### src/rtl/pn_packet_encoder.sv
// Packs neuron spike IDs (pairs, lone, rich) and parameter writes into iADDR/W_DATA packets; one cycle decision-to-o_valid.
// Output holds while o_ready is low; spikes queue in a FIFO and stall only when it is full; parameters wait only while a packet is out.
module pn_packet_encoder #(
    parameter int FIFO_DEPTH   = 8,
    parameter int PAIR_TIMEOUT = 16
) (
    input  logic                        clk,
    input  logic                        rst,
    input  logic                        spk_valid,
    input  logic [6:0]                  spk_id,
    input  logic                        spk_rich,
    output logic                        spk_ready,
    input  logic                        prm_valid,
    input  logic [1:0]                  prm_tgt,
    input  logic [6:0]                  prm_addr,
    input  logic [31:0]                 prm_data,
    output logic                        prm_ready,
    input  logic                        flush,
    output logic                        o_valid,
    input  logic                        o_ready,
    output logic [15:0]                 o_addr,
    output logic [31:0]                 o_data,
    output logic                        err_tgt,
    output logic [$clog2(FIFO_DEPTH):0] fifo_cnt
);
    localparam int         PW       = $clog2(FIFO_DEPTH);
    localparam logic [PW:0] FULL_CNT = FIFO_DEPTH[PW:0];
    localparam int         TO_M1    = PAIR_TIMEOUT - 1;
    localparam logic [7:0] TO_LAST  = TO_M1[7:0];
    localparam logic [6:0] NULL_ID  = 7'h7F;

    typedef enum logic [1:0] {IDLE, HOLD, OUT} state_t;
    typedef struct packed {
        logic       rich;
        logic [6:0] id;
    } spk_t;

    state_t        state, state_nxt;
    spk_t          mem [FIFO_DEPTH];
    spk_t          head;
    logic [PW-1:0] wr_ptr, rd_ptr;
    logic          push, pop, head_vld;

    logic          hold_vld;
    logic [6:0]    hold_id;
    logic [7:0]    timer;
    logic          take_a, drop_a, load_out, prm_acc, prm_bad;
    logic [15:0]   addr_nxt;
    logic [31:0]   data_nxt;

    assign spk_ready = (fifo_cnt != FULL_CNT);
    assign push      = spk_valid && spk_ready && (spk_id != NULL_ID);
    assign head      = mem[rd_ptr];
    assign head_vld  = (fifo_cnt != '0);
    assign o_valid   = (state == OUT);
    // Gated by reset so a parameter offered during reset is never reported as taken.
    assign prm_ready = prm_acc && rst;

    always_comb begin
        state_nxt = state;
        pop       = 1'b0;
        take_a    = 1'b0;
        drop_a    = 1'b0;
        load_out  = 1'b0;
        prm_acc   = 1'b0;
        prm_bad   = 1'b0;
        addr_nxt  = o_addr;
        data_nxt  = o_data;
        case (state)
            IDLE, HOLD: begin
                if (prm_valid) begin
                    prm_acc = 1'b1;
                    if (prm_tgt == 2'b00) begin
                        prm_bad = 1'b1;
                    end else begin
                        load_out  = 1'b1;
                        addr_nxt  = {1'b1, prm_tgt, 6'b0, prm_addr};
                        data_nxt  = prm_data;
                        state_nxt = OUT;
                    end
                end else if (state == IDLE) begin
                    if (head_vld && head.rich) begin
                        pop       = 1'b1;
                        load_out  = 1'b1;
                        addr_nxt  = {1'b0, 2'b00, 1'b1, 5'b0, head.id};
                        data_nxt  = '0;
                        state_nxt = OUT;
                    end else if (head_vld) begin
                        pop       = 1'b1;
                        take_a    = 1'b1;
                        state_nxt = HOLD;
                    end
                end else if (head_vld && !head.rich) begin
                    pop       = 1'b1;
                    drop_a    = 1'b1;
                    load_out  = 1'b1;
                    addr_nxt  = {1'b0, hold_id[6:5], 1'b0, hold_id[4:0], head.id};
                    data_nxt  = '0;
                    state_nxt = OUT;
                end else if (head_vld || flush || (timer >= TO_LAST)) begin
                    // A rich head is left queued; it goes out from IDLE after the lone packet.
                    drop_a    = 1'b1;
                    load_out  = 1'b1;
                    addr_nxt  = {1'b0, hold_id[6:5], 1'b0, hold_id[4:0], NULL_ID};
                    data_nxt  = '0;
                    state_nxt = OUT;
                end
            end
            OUT: begin
                if (o_ready) begin
                    state_nxt = hold_vld ? HOLD : IDLE;
                end
            end
            default: state_nxt = IDLE;
        endcase
    end

    always_ff @(posedge clk or negedge rst) begin
        if (!rst) begin
            state    <= IDLE;
            wr_ptr   <= '0;
            rd_ptr   <= '0;
            fifo_cnt <= '0;
            hold_vld <= 1'b0;
            hold_id  <= '0;
            timer    <= '0;
            o_addr   <= '0;
            o_data   <= '0;
            err_tgt  <= 1'b0;
        end else begin
            state <= state_nxt;
            if (push) wr_ptr <= wr_ptr + 1'b1;
            if (pop)  rd_ptr <= rd_ptr + 1'b1;
            case ({push, pop})
                2'b10:   fifo_cnt <= fifo_cnt + 1'b1;
                2'b01:   fifo_cnt <= fifo_cnt - 1'b1;
                default: fifo_cnt <= fifo_cnt;
            endcase
            if (take_a) begin
                hold_vld <= 1'b1;
                hold_id  <= head.id;
            end else if (drop_a) begin
                hold_vld <= 1'b0;
                hold_id  <= '0;
            end
            // Keeps running while a parameter packet is out; saturates so a long stall cannot wrap it.
            if (take_a) begin
                timer <= '0;
            end else if (hold_vld && (timer != 8'hFF)) begin
                timer <= timer + 1'b1;
            end
            if (load_out) begin
                o_addr <= addr_nxt;
                o_data <= data_nxt;
            end
            if (prm_bad) err_tgt <= 1'b1;
        end
    end

    always_ff @(posedge clk) begin
        if (push) mem[wr_ptr] <= '{rich: spk_rich, id: spk_id};
    end
endmodule

### config.mk
export PLATFORM = sky130hd
export DESIGN_NAME = pn_packet_encoder
export DESIGN_NICKNAME = d
export VERILOG_FILES = /design/src/rtl/pn_packet_encoder.sv
export SDC_FILE = /design/constraint.sdc
export NUM_CORES = 1
export LEC_CHECK = 0
export BUFFER_PORTS_ARGS = -buffer_cell sky130_fd_sc_hd__buf_2
export CAP_MARGIN = 40
export CORE_ASPECT_RATIO = 1.2
export CORE_MARGIN = 4
export CORE_UTILIZATION = 60
export DETAILED_ROUTE_END_ITERATION = 10
export GPL_TIMING_DRIVEN = 0
export PLACE_DENSITY = 0.87
export SKIP_CTS_REPAIR_TIMING = 1
export SLEW_MARGIN = 20
export SYNTH_ARGS = -nofsm -noshare
export SYNTH_HDL_FRONTEND = slang
export SYNTH_SLANG_ARGS = --single-unit
### constraint.sdc
create_clock -name clk -period 4.4 [get_ports clk]
set_input_delay 0.88 -clock clk [delete_from_list [all_inputs] [get_ports clk]]
set_output_delay 0.88 -clock clk [all_outputs]
set_load 0.05 [all_outputs]
==> results of run 1 <==
## registers in the layout, summed over array words and instances (netlist names), 3 cells and up
signal	count
wr_ptr	3
mem	64
o_data	32
fifo_cnt	4
o_addr	16
hold_id	7
timer	8
rd_ptr	3
## worst reg2reg max path, delay by kind of cell (launching register included)
family / cells / cell delay (ns)
compound gates: 3 / 0.62
xor+xnor: 2 / 0.30
fa+ha+maj: 2 / 0.44
buf+inv: 1 / 0.10
flops: 1 / 0.42
simple gates: 4 / 0.94
## power groups by stage
stage | Clock, W | Combinational [W] | Sequential, W
after floorplan | 0 | 0.00128 | 0.00287
after global placement | 0 | 0.00263 | 0.00207
after detailed placement | 0 | 0.00273 | 0.00211
after CTS | 0.00146 | 0.00275 | 0.00209
after global routing | 0.00152 | 0.00294 | 0.00215
final | 0.00144 | 0.00275 | 0.00210
## kinds of logic after synthesis
family / count (synthesis) / synth area share
compound gates: 36 / 0.0478
fa+ha+maj: 7 / 0.0154
mux: 94 / 0.155
flops: 141 / 0.623
simple gates: 128 / 0.0949
xor+xnor: 14 / 0.0198
buf+inv: 65 / 0.0443
## cell usage in the layout (no fill, tap or decap), drive strengths merged, types with 2 or more instances in the layout
master    instances
buf             127
mux2i            80
dfrtp            77
nand2            66
edfxtp           64
inv              48
clkbuf           27
nor2             23
a22oi            16
mux2             14
xnor2             9
nand3             7
o221ai            7
nor3              7
nand4             6
ha                6
xor2              5
nor2b             4
a21oi             4
clkinv            4
nand2b            3
bufinv            3
or2               3
and2              2
and3              2
a21o              2
clkinvlp          2
nor4              2
o21ai             2
## final timing paths
path	to	depth (start not counted)
max	fifo_cnt[3]	12
min	o_data[4]	1
max reg2reg	fifo_cnt[3]	12
min reg2reg	err_tgt	1
max in group asynchronous	rd_ptr[1]	2
min in group clk	err_tgt	1
## per-stage QoR
step                      hold WS (ns)  area (um^2)  total power [W]  setup WS, ns
after floorplan                  0.460         6180          0.00415          1.58
after global placement           0.465         6880          0.00471         0.772
after detailed placement         0.474         6920          0.00484          1.24
after CTS                        0.322         7520          0.00631          1.44
after global routing             0.325         7550          0.00661          1.21
final                            0.329         7550          0.00629          1.45
## layer usage
| layer | global-route usage | routed length, um | up-vias |
|---|---|---|---|
| met1 | 0.278 | 5220 | 2063 |
| met4 | 0.0758 | 210 | 0 |
| li1 | - | - | 1957 |
| met3 | 0.0744 | 802 | 20 |
| met2 | 0.423 | 7330 | 155 |
| met5 | 0 | 0 | - |
## area by class of cell
class / count / area, um^2 / area share
sequential: 141 / 3850 / 0.510
buffer: 20 / 105 / 0.0139
multi-input combinational: 279 / 2060 / 0.273
clock buffer: 20 / 437 / 0.0579
tap: 126 / 158 / 0.0209
clock inverter: 12 / 163 / 0.0216
timing repair buffer: 114 / 603 / 0.0799
inverter: 45 / 169 / 0.0224
==> flow_summary_export.csv, run 1 <==
group,metric,value,unit
outcome,status,"completed",
synth,syn_inst,485,
route,via_per_inst,5.54,
synth,syn_area_per_cell,12.7,um^2
floorplanning,core-area,10100,um^2
worst_setup_path,startpoint,"rd_ptr[1]",
worst_setup_path,critPathArrivalTime,3.24,ns
route,routed_wl,13600,um
synth,yosysMostFrequentCell,"mux2i_1",
global_route,track_usage,0.241,
synth,yosysTopAreaCell,"dfrtp_1",
synth,netlist.area_leader.share,0.312,
route,dr_total_vias,4195,
power,peakVddDrop,0.343,mV
worst_setup_path,r2r-start,"rd_ptr[1]",
worst_setup_path,start_kind,"flop",
final_layout,fin_util,0.750,
global_route,grt-ovfl-total,0,
place,dp_cells,722,
power,p_int,0.00358,W
final_layout,antenna_cells,0,
global_route,grt_antenna_before_repair,0,
route,drc,0,
clocking,root_buffer,"clkbuf_16",
floorplanning,die_w,101,um
sta,tightest_slew,0.745,ns
synth,ys_warn_count,0,
global_route,grt_pass1_wl,22100,um
synth,syn_nets,547,
synth,ys.flop_type,"dfrtp_1",
power,p_sw_frac,0.430,
worst_setup_path,criticalPathCategory,"reg2reg",
sta,fin_crit_sh,0.669,
job,maxCapViolCount,0,
synth,synth-seq-cells,141,
synth,synth_area,6180,um^2
sta,fin_skew,0.0128,ns
sta,finalHoldViolCount,0,
clocking,h-tree-depth,4,
synth,ys_seq_area_frac,0.623,
clocking,cts_num_sinks,141,
floorplanning,io_pins,111,
place,gp_congestion,0.790,
worst_setup_path,critPathTopFamily,"simple AND/OR/NAND/NOR gates",
synth,synth_common_cells,"mux2i_1, dfrtp_1, nand2_1",
clocking,cts_made_buffers,17,
worst_setup_path,path_cells,"nor2_1 > a22oi_2 > nand3_1 > nand3_1 > inv_1 > ha_1 > ha_1 > a21o_1 > a21oi_1 > xnor2_1 > nor2_1 > xor2_1",
global_route,grt_max_degree,62,
clocking,cts.path.max_buffers,2,
worst_setup_path,path_buf_inv,1,
worst_setup_path,cp_slowest_stage_delay,0.55,ns
place,hpwl,9560,um
power,pwr-share-comb,0.437,
clocking,cts_tree,"done",
power,powerDensity,833,nW/um^2
clocking,clock_latency,0.43,ns
synth,synth_area_leaders,"dfrtp_1, edfxtp_1, mux2i_1",
route,ant_nets,0,
final_layout,fin_cells,757,
floorplanning,start_util,0.614,
sta,setup_viol,0,
worst_hold_path,min_path_type,"in2async",
worst_setup_path,end_kind,"flop",
sta,max_slew_margin,0.501,
worst_setup_path,regToRegSetupSlack,1.45,ns
synth,synth_edf_count,64,
worst_setup_path,crit_slowest_cell,"nor2_1",
power,p_switching,0.00271,W
route,drt_iter0_drc,168,
sta,slew_viol_final,0,
sta,rsz0062_at_grt,"no",
sta,setup_tns,0,ns
global_route,grt_pass1_vias,4395,
place,portBuffers,109,
synth,synth.distinct_cells,46,
floorplanning,num_rows,40,
floorplanning,dieArea,12000,um^2
route,routedWlPerCell,17.9,um
worst_setup_path,critPathRequiredTime,4.70,ns
final_layout,drive_above_1_share,0.263,
power,clockPowerShare,0.230,
worst_setup_path,path_max_fanout,8,
floorplanning,die_h,119,um
power,p_leak,3.51,nW
final_layout,syn2layout_area_growth,22.1,%
power,pwr-share-seq,0.333,
final_layout,nFillCells,604,
sta,max_freq,340,MHz
synth,ys_async_sr_fraction,0.546,
sta,finalCriticalPeriod,2.95,ns
final_layout,fin_nets,680,
route,dr.pass1.iters,5,
clocking,clkTransAtPathRegs,0.06,ns
Note: power is estimated with default switching activity, not from simulation.
==> run 2, diff against run 1 <==
--- a/config.mk
+++ b/config.mk
@@ -5,14 +5,15 @@
 export SDC_FILE = /design/constraint.sdc
 export NUM_CORES = 1
 export LEC_CHECK = 0
+export ABC_AREA = 1
 export BUFFER_PORTS_ARGS = -buffer_cell sky130_fd_sc_hd__buf_2
 export CAP_MARGIN = 40
 export CORE_ASPECT_RATIO = 1.2
 export CORE_MARGIN = 4
-export CORE_UTILIZATION = 60
+export CORE_UTILIZATION = 56
 export DETAILED_ROUTE_END_ITERATION = 10
 export GPL_TIMING_DRIVEN = 0
-export PLACE_DENSITY = 0.87
+export PLACE_DENSITY = 0.82
 export SKIP_CTS_REPAIR_TIMING = 1
 export SLEW_MARGIN = 20
 export SYNTH_ARGS = -nofsm -noshare
==> constraint.sdc (replaced) <==
create_clock -name clk -period 2.8 [get_ports clk]
set_input_delay 0.56 -clock clk [delete_from_list [all_inputs] [get_ports clk]]
set_output_delay 0.56 -clock clk [all_outputs]
set_load 0.05 [all_outputs]
==> flow_summary_export.csv, run 2 <==
group,metric,value,unit
sta,fin_crit_sh,0.948,
final_layout,drive_above_1_share,0.247,
sta,setup_viol,0,
clocking,root_buffer,"clkbuf_16",
power,p_leak,3.87,nW
route,drc,0,
place,dp_cells,963,
floorplanning,die_w,106,um
sta,tightest_slew,0.791,ns
outcome,status,"completed",
sta,setup_tns,0,ns
final_layout,syn2layout_area_growth,22.0,%
synth,ys_async_sr_fraction,0.546,
clocking,cts_made_buffers,17,
global_route,grt_pass1_wl,24900,um
route,dr.pass1.iters,5,
synth,syn_area_per_cell,9.23,um^2
worst_setup_path,critPathArrivalTime,2.95,ns
synth,yosysTopAreaCell,"dfrtp_1",
global_route,grt_antenna_before_repair,0,
worst_setup_path,path_max_fanout,7,
synth,synth_area,6430,um^2
route,routed_wl,15000,um
synth,syn_nets,759,
sta,max_slew_margin,0.470,
clocking,clock_latency,0.42,ns
sta,rsz0062_at_grt,"no",
final_layout,antenna_cells,0,
place,portBuffers,109,
final_layout,multi_input_area,2080,um^2
route,drt_iter0_drc,450,
worst_hold_path,min_path_type,"in2async",
final_layout,largest_register_ff_count,64,
synth,netlist.area_leader.share,0.300,
floorplanning,start_util,0.577,
clocking,h-tree-depth,4,
route,via_per_inst,5.20,
final_layout,fin_nets,890,
synth,yosysMostFrequentCell,"nand2_1",
sta,max_freq,377,MHz
worst_setup_path,critPathRequiredTime,3.10,ns
route,routedWlPerCell,15.1,um
sta,slew_viol_final,0,
synth,synth_area_leaders,"dfrtp_1, edfxtp_1, nand2_1",
floorplanning,io_pins,111,
worst_setup_path,start_kind,"flop",
worst_setup_path,criticalPathCategory,"reg2reg",
place,hpwl,10700,um
synth,synth-seq-cells,141,
clocking,clkTransAtPathRegs,0.06,ns
global_route,grt_max_degree,61,
global_route,grt_pass1_vias,5285,
floorplanning,core-area,11100,um^2
sta,finalCriticalPeriod,2.65,ns
global_route,grt_use_met2,0.422,
final_layout,top_register,"mem",
clocking,cts_tree,"done",
final_layout,final_common_cell,"nand2_1",
place,gp_congestion,0.860,
synth,ys_warn_count,0,
final_layout,fin_cells,995,
final_layout,mostFrequentLayoutCells,"nand2_1, buf_2, inv_1, nand3_1, dfrtp_1",
power,powerDensity,1250,nW/um^2
synth,synth_common_cells,"nand2_1, inv_1, dfrtp_1, nand3_1, edfxtp_1",
global_route,busiest_layer,"met2",
global_route,use_met3,0.0557,
floorplanning,dieArea,13300,um^2
floorplanning,die_h,125,um
final_layout,nFillCells,842,
power,peakVddDrop,0.591,mV
route,ant_nets,0,
worst_setup_path,end_kind,"flop",
synth,ys_seq_area_frac,0.599,
job,maxCapViolCount,0,
final_layout,seqCellArea,3850,um^2
synth,ys.flop_type,"dfrtp_1",
clocking,cts_num_sinks,141,
clocking,cts.path.max_buffers,2,
floorplanning,num_rows,42,
sta,fin_skew,0.00766,ns
global_route,grt-ovfl-total,0,
synth,syn_inst,697,
synth,synth.distinct_cells,35,
global_route,use_met1,0.280,
route,dr_total_vias,5177,
final_layout,reg.largest.list,"mem (64), o_data (32), o_addr (16)",
global_route,track_usage,0.237,
synth,synth_edf_count,64,
sta,finalHoldViolCount,0,
## run 2: critical path, cell delays in order (launching register included)
cell     delay, ns
dfrtp_1       0.40
buf_2         0.19
inv_2         0.10
nand2_1       0.06
nand3_1       0.08
nand3_1       0.19
nand3_1       0.16
nand2_1       0.10
inv_2         0.12
ha_2          0.22
ha_1          0.23
nand2_1       0.08
nand2_1       0.05
a21oi_1       0.16
nor2_1        0.07
nor2_1        0.14
nand2_1       0.08
xnor2_1       0.12
## run 2: cell families after synthesis
kind of cell               Yosys count  synth area share
and+or+nand+nor                    355             0.240
buffers and inverters              121            0.0798
DFF                                141             0.599
AOI/OAI and AO/OA                   68            0.0599
xor gates and xnor gates             5           0.00681
adders and majority gates            7            0.0148
## run 2: per-stage QoR
stage	util	hold WS [ns]	total power (W)	setup slack (ns)	cell area, um^2
after floorplan	-	0.264	0.00641	0.00557	6430
after global placement	0.644	0.463	0.00738	-0.154	7170
after global routing	0.704	0.0329	0.0104	0.00336	7840
after detailed placement	0.648	0.467	0.00754	0.0388	7220
final	0.704	0.0236	0.00983	0.147	7840
after CTS	0.704	0.0262	0.00985	0.103	7840
## run 2: where the power goes
part	total, W	internal [W]	switching [W]
clock network	0.00227	0.00145	0.000824
registers	0.00316	0.00280	0.000354
logic	0.00440	0.00116	0.00324
total	0.00983	0.00541	0.00442
## run 2: worst paths after layout
path / startpoint / to / slack (ns) / cells past startpoint
max: rd_ptr[0] / fifo_cnt[3] / 0.15 / 17
min: rst / o_data[20] / 0.02 / 1
max reg2reg: rd_ptr[0] / fifo_cnt[3] / 0.15 / 17
min reg2reg: o_data[21] / o_data[21] / 0.48 / 2
max in group asynchronous: rst / hold_id[1] / 2.19 / 2
min in group clk: prm_data[23] / o_data[23] / 0.40 / 3
## run 2: area by class of cell
cell class | instances | area share
buffer | 27 | 0.0204
clock buffer | 25 | 0.0699
clock inverter | 7 | 0.00925
inverter | 94 | 0.0450
multi-input combinational | 435 | 0.265
sequential | 141 | 0.491
tap | 154 | 0.0246
timing repair buffer | 112 | 0.0747
## run 2: per-layer routing
layer	wire length (um)	vias to the layer above	share of wire
met2	7600	199	0.51
met1	6050	2446	0.40
met3	976	37	0.065
met5	0	-	0
met4	363	0	0.024
li1	-	2495	-
==> run 3, diff against run 2 <==
--- a/config.mk
+++ b/config.mk
@@ -14,6 +14,7 @@
 export DETAILED_ROUTE_END_ITERATION = 10
 export GPL_TIMING_DRIVEN = 0
 export PLACE_DENSITY = 0.82
+export RECOVER_POWER = 100
 export SKIP_CTS_REPAIR_TIMING = 1
 export SLEW_MARGIN = 20
 export SYNTH_ARGS = -nofsm -noshare
==> flow_summary_export.csv, run 3 (synthesis results as in run 2) <==
group,metric,value,unit
final_layout,multi_input_area,2040,um^2
power,peakVddDrop,0.564,mV
floorplanning,start_util,0.577,
route,dr_total_vias,5163,
clocking,root_buffer,"clkbuf_16",
worst_setup_path,start_kind,"flop",
sta,finalCriticalPeriod,2.64,ns
global_route,grt_antenna_before_repair,0,
worst_setup_path,cpMostUsedCell,"nand2_1",
sta,max_freq,378,MHz
sta,holdWs,0.0193,ns
sta,max_slew_margin,0.126,
worst_setup_path,regToRegSetupSlack,0.16,ns
sta,tightest_slew,1.30,ns
final_layout,fin_util,0.691,
worst_setup_path,rr_worst_depth,17,
global_route,grt_pass1_wl,24900,um
route,drt_iter0_drc,412,
clocking,clock_latency,0.42,ns
clocking,clkTransAtPathRegs,0.06,ns
sta,slew_viol_final,0,
global_route,track_usage,0.237,
job,maxCapViolCount,0,
place,portBuffers,109,
final_layout,top_register,"mem",
clocking,cts_tree,"done",
clocking,h-tree-depth,4,
sta,finalHoldViolCount,0,
floorplanning,io_pins,111,
floorplanning,core-area,11100,um^2
route,ant_nets,0,
outcome,status,"completed",
clocking,cts.path.max_buffers,2,
global_route,grt-ovfl-total,0,
final_layout,nFillCells,907,
final_layout,mostFrequentLayoutCells,"nand2_1, inv_1, clkbuf_1, nand3_1, dfrtp_1",
sta,setup_viol,0,
worst_setup_path,criticalPathCategory,"reg2reg",
worst_setup_path,path_cells,"buf_2 > inv_2 > nand2_1 > nand3_1 > nand3_1 > nand3_1 > nand2_1 > inv_2 > ha_2 > ha_1 > nand2_1 > nand2_1 > a21oi_1 > nor2_1 > nor2_1 > nand2_1 > xnor2_1",
floorplanning,die_h,125,um
worst_setup_path,cp_slowest_stage_delay,0.40,ns
final_layout,final_common_cell,"nand2_1",
floorplanning,dieArea,13300,um^2
route,dr.pass1.iters,8,
final_layout,antenna_cells,0,
final_layout,seqCellArea,3850,um^2
final_layout,syn2layout_area_growth,19.7,%
final_layout,reg.largest.list,"mem (64), o_data (32), o_addr (16)",
power,powerDensity,1250,nW/um^2
sta,fin_crit_sh,0.945,
route,routed_wl,15100,um
sta,rsz0062_at_grt,"no",
worst_setup_path,crit_slowest_cell,"dfrtp_1",
route,drc,0,
worst_setup_path,r2r-start,"rd_ptr[0]",
place,hpwl,10700,um
global_route,grt_pass1_vias,5285,
route,via_per_inst,5.19,
route,routedWlPerCell,15.2,um
worst_setup_path,path_max_fanout,7,
final_layout,fin_nets,890,
worst_setup_path,critPathArrivalTime,2.95,ns
final_layout,drive_above_1_share,0.143,
power,p_leak,3.62,nW
global_route,grt_max_degree,61,
sta,fin_skew,0.00916,ns
worst_setup_path,r2r_end,"fifo_cnt[3]",
clocking,cts_num_sinks,141,
final_layout,largest_register_ff_count,64,
worst_hold_path,min_path_type,"in2async",
floorplanning,die_w,106,um
floorplanning,num_rows,42,
worst_setup_path,end_kind,"flop",
clocking,cts_made_buffers,17,
place,gp_congestion,0.860,
worst_setup_path,critPathRequiredTime,3.10,ns
run 3: cell types whose count changed in the layout (fill, tap and decap cells not counted), sizes merged:
cell    before  now
clkbuf      31  104
buf        133   60
run 3: stage by stage:
step / setup slack [ns] / setup TNS (ns) / total power, W / instance area (um^2) / cells
final: 0.155 / 0 / 0.00965 / 7700 / 995
after global routing: 0.00314 / 0 / 0.0103 / 7700 / 995
after CTS: 0.103 / 0 / 0.00985 / 7840 / 995
after detailed placement: 0.0388 / 0 / 0.00754 / 7220 / 963
after global placement: -0.154 / -0.154 / 0.00738 / 7170 / 960
after floorplan: 0.00557 / 0 / 0.00641 / 6430 / 697
run 3: report_power, final:
group          switching, W  internal [W]
logic               0.00321       0.00100
clock network      0.000828       0.00145
registers          0.000356       0.00281
total               0.00440       0.00525
run 3: layout make-up:
class                   instances  share of cell area
flip-flops and latches        141               0.500
multi-input cells             435               0.264
clock buffers                  25              0.0712
repair buffers                112              0.0655
inverters                      94              0.0458
well taps                     154              0.0250
plain buffers                  27              0.0184
clock inverters                 7             0.00943
run 3: worst max path at each step:
| stage | from | to | slack, ns | cells after the start |
|---|---|---|---|---|
| global route | rd_ptr[0] | fifo_cnt[3] | 0.003 | 17 |
| global placement | rst | prm_ready | -0.15 | 4 |
| detailed placement | spk_id[1] | fifo_cnt[3] | 0.04 | 14 |
| CTS | rd_ptr[0] | fifo_cnt[3] | 0.10 | 17 |
| finish | rd_ptr[0] | fifo_cnt[3] | 0.16 | 17 |
| floorplan | fifo_cnt[3] | fifo_cnt[3] | 0.006 | 12 |
run 3: worst max-delay path: cells and delay by family (launching register included):
kind	cells	cell delay, ns
flops	1	0.40
simple gates	10	0.99
compound gates	1	0.16
xor+xnor	1	0.12
fa+ha+maj	2	0.45
buf+inv	3	0.39
run 3: routing by layer:
metal / GRT usage / vias up / routed length (um)
met4: 0.0816 / 0 / 330
met5: 0 / - / 0
met1: 0.280 / 2438 / 6090
met2: 0.422 / 194 / 7710
li1: - / 2497 / -
met3: 0.0557 / 34 / 971
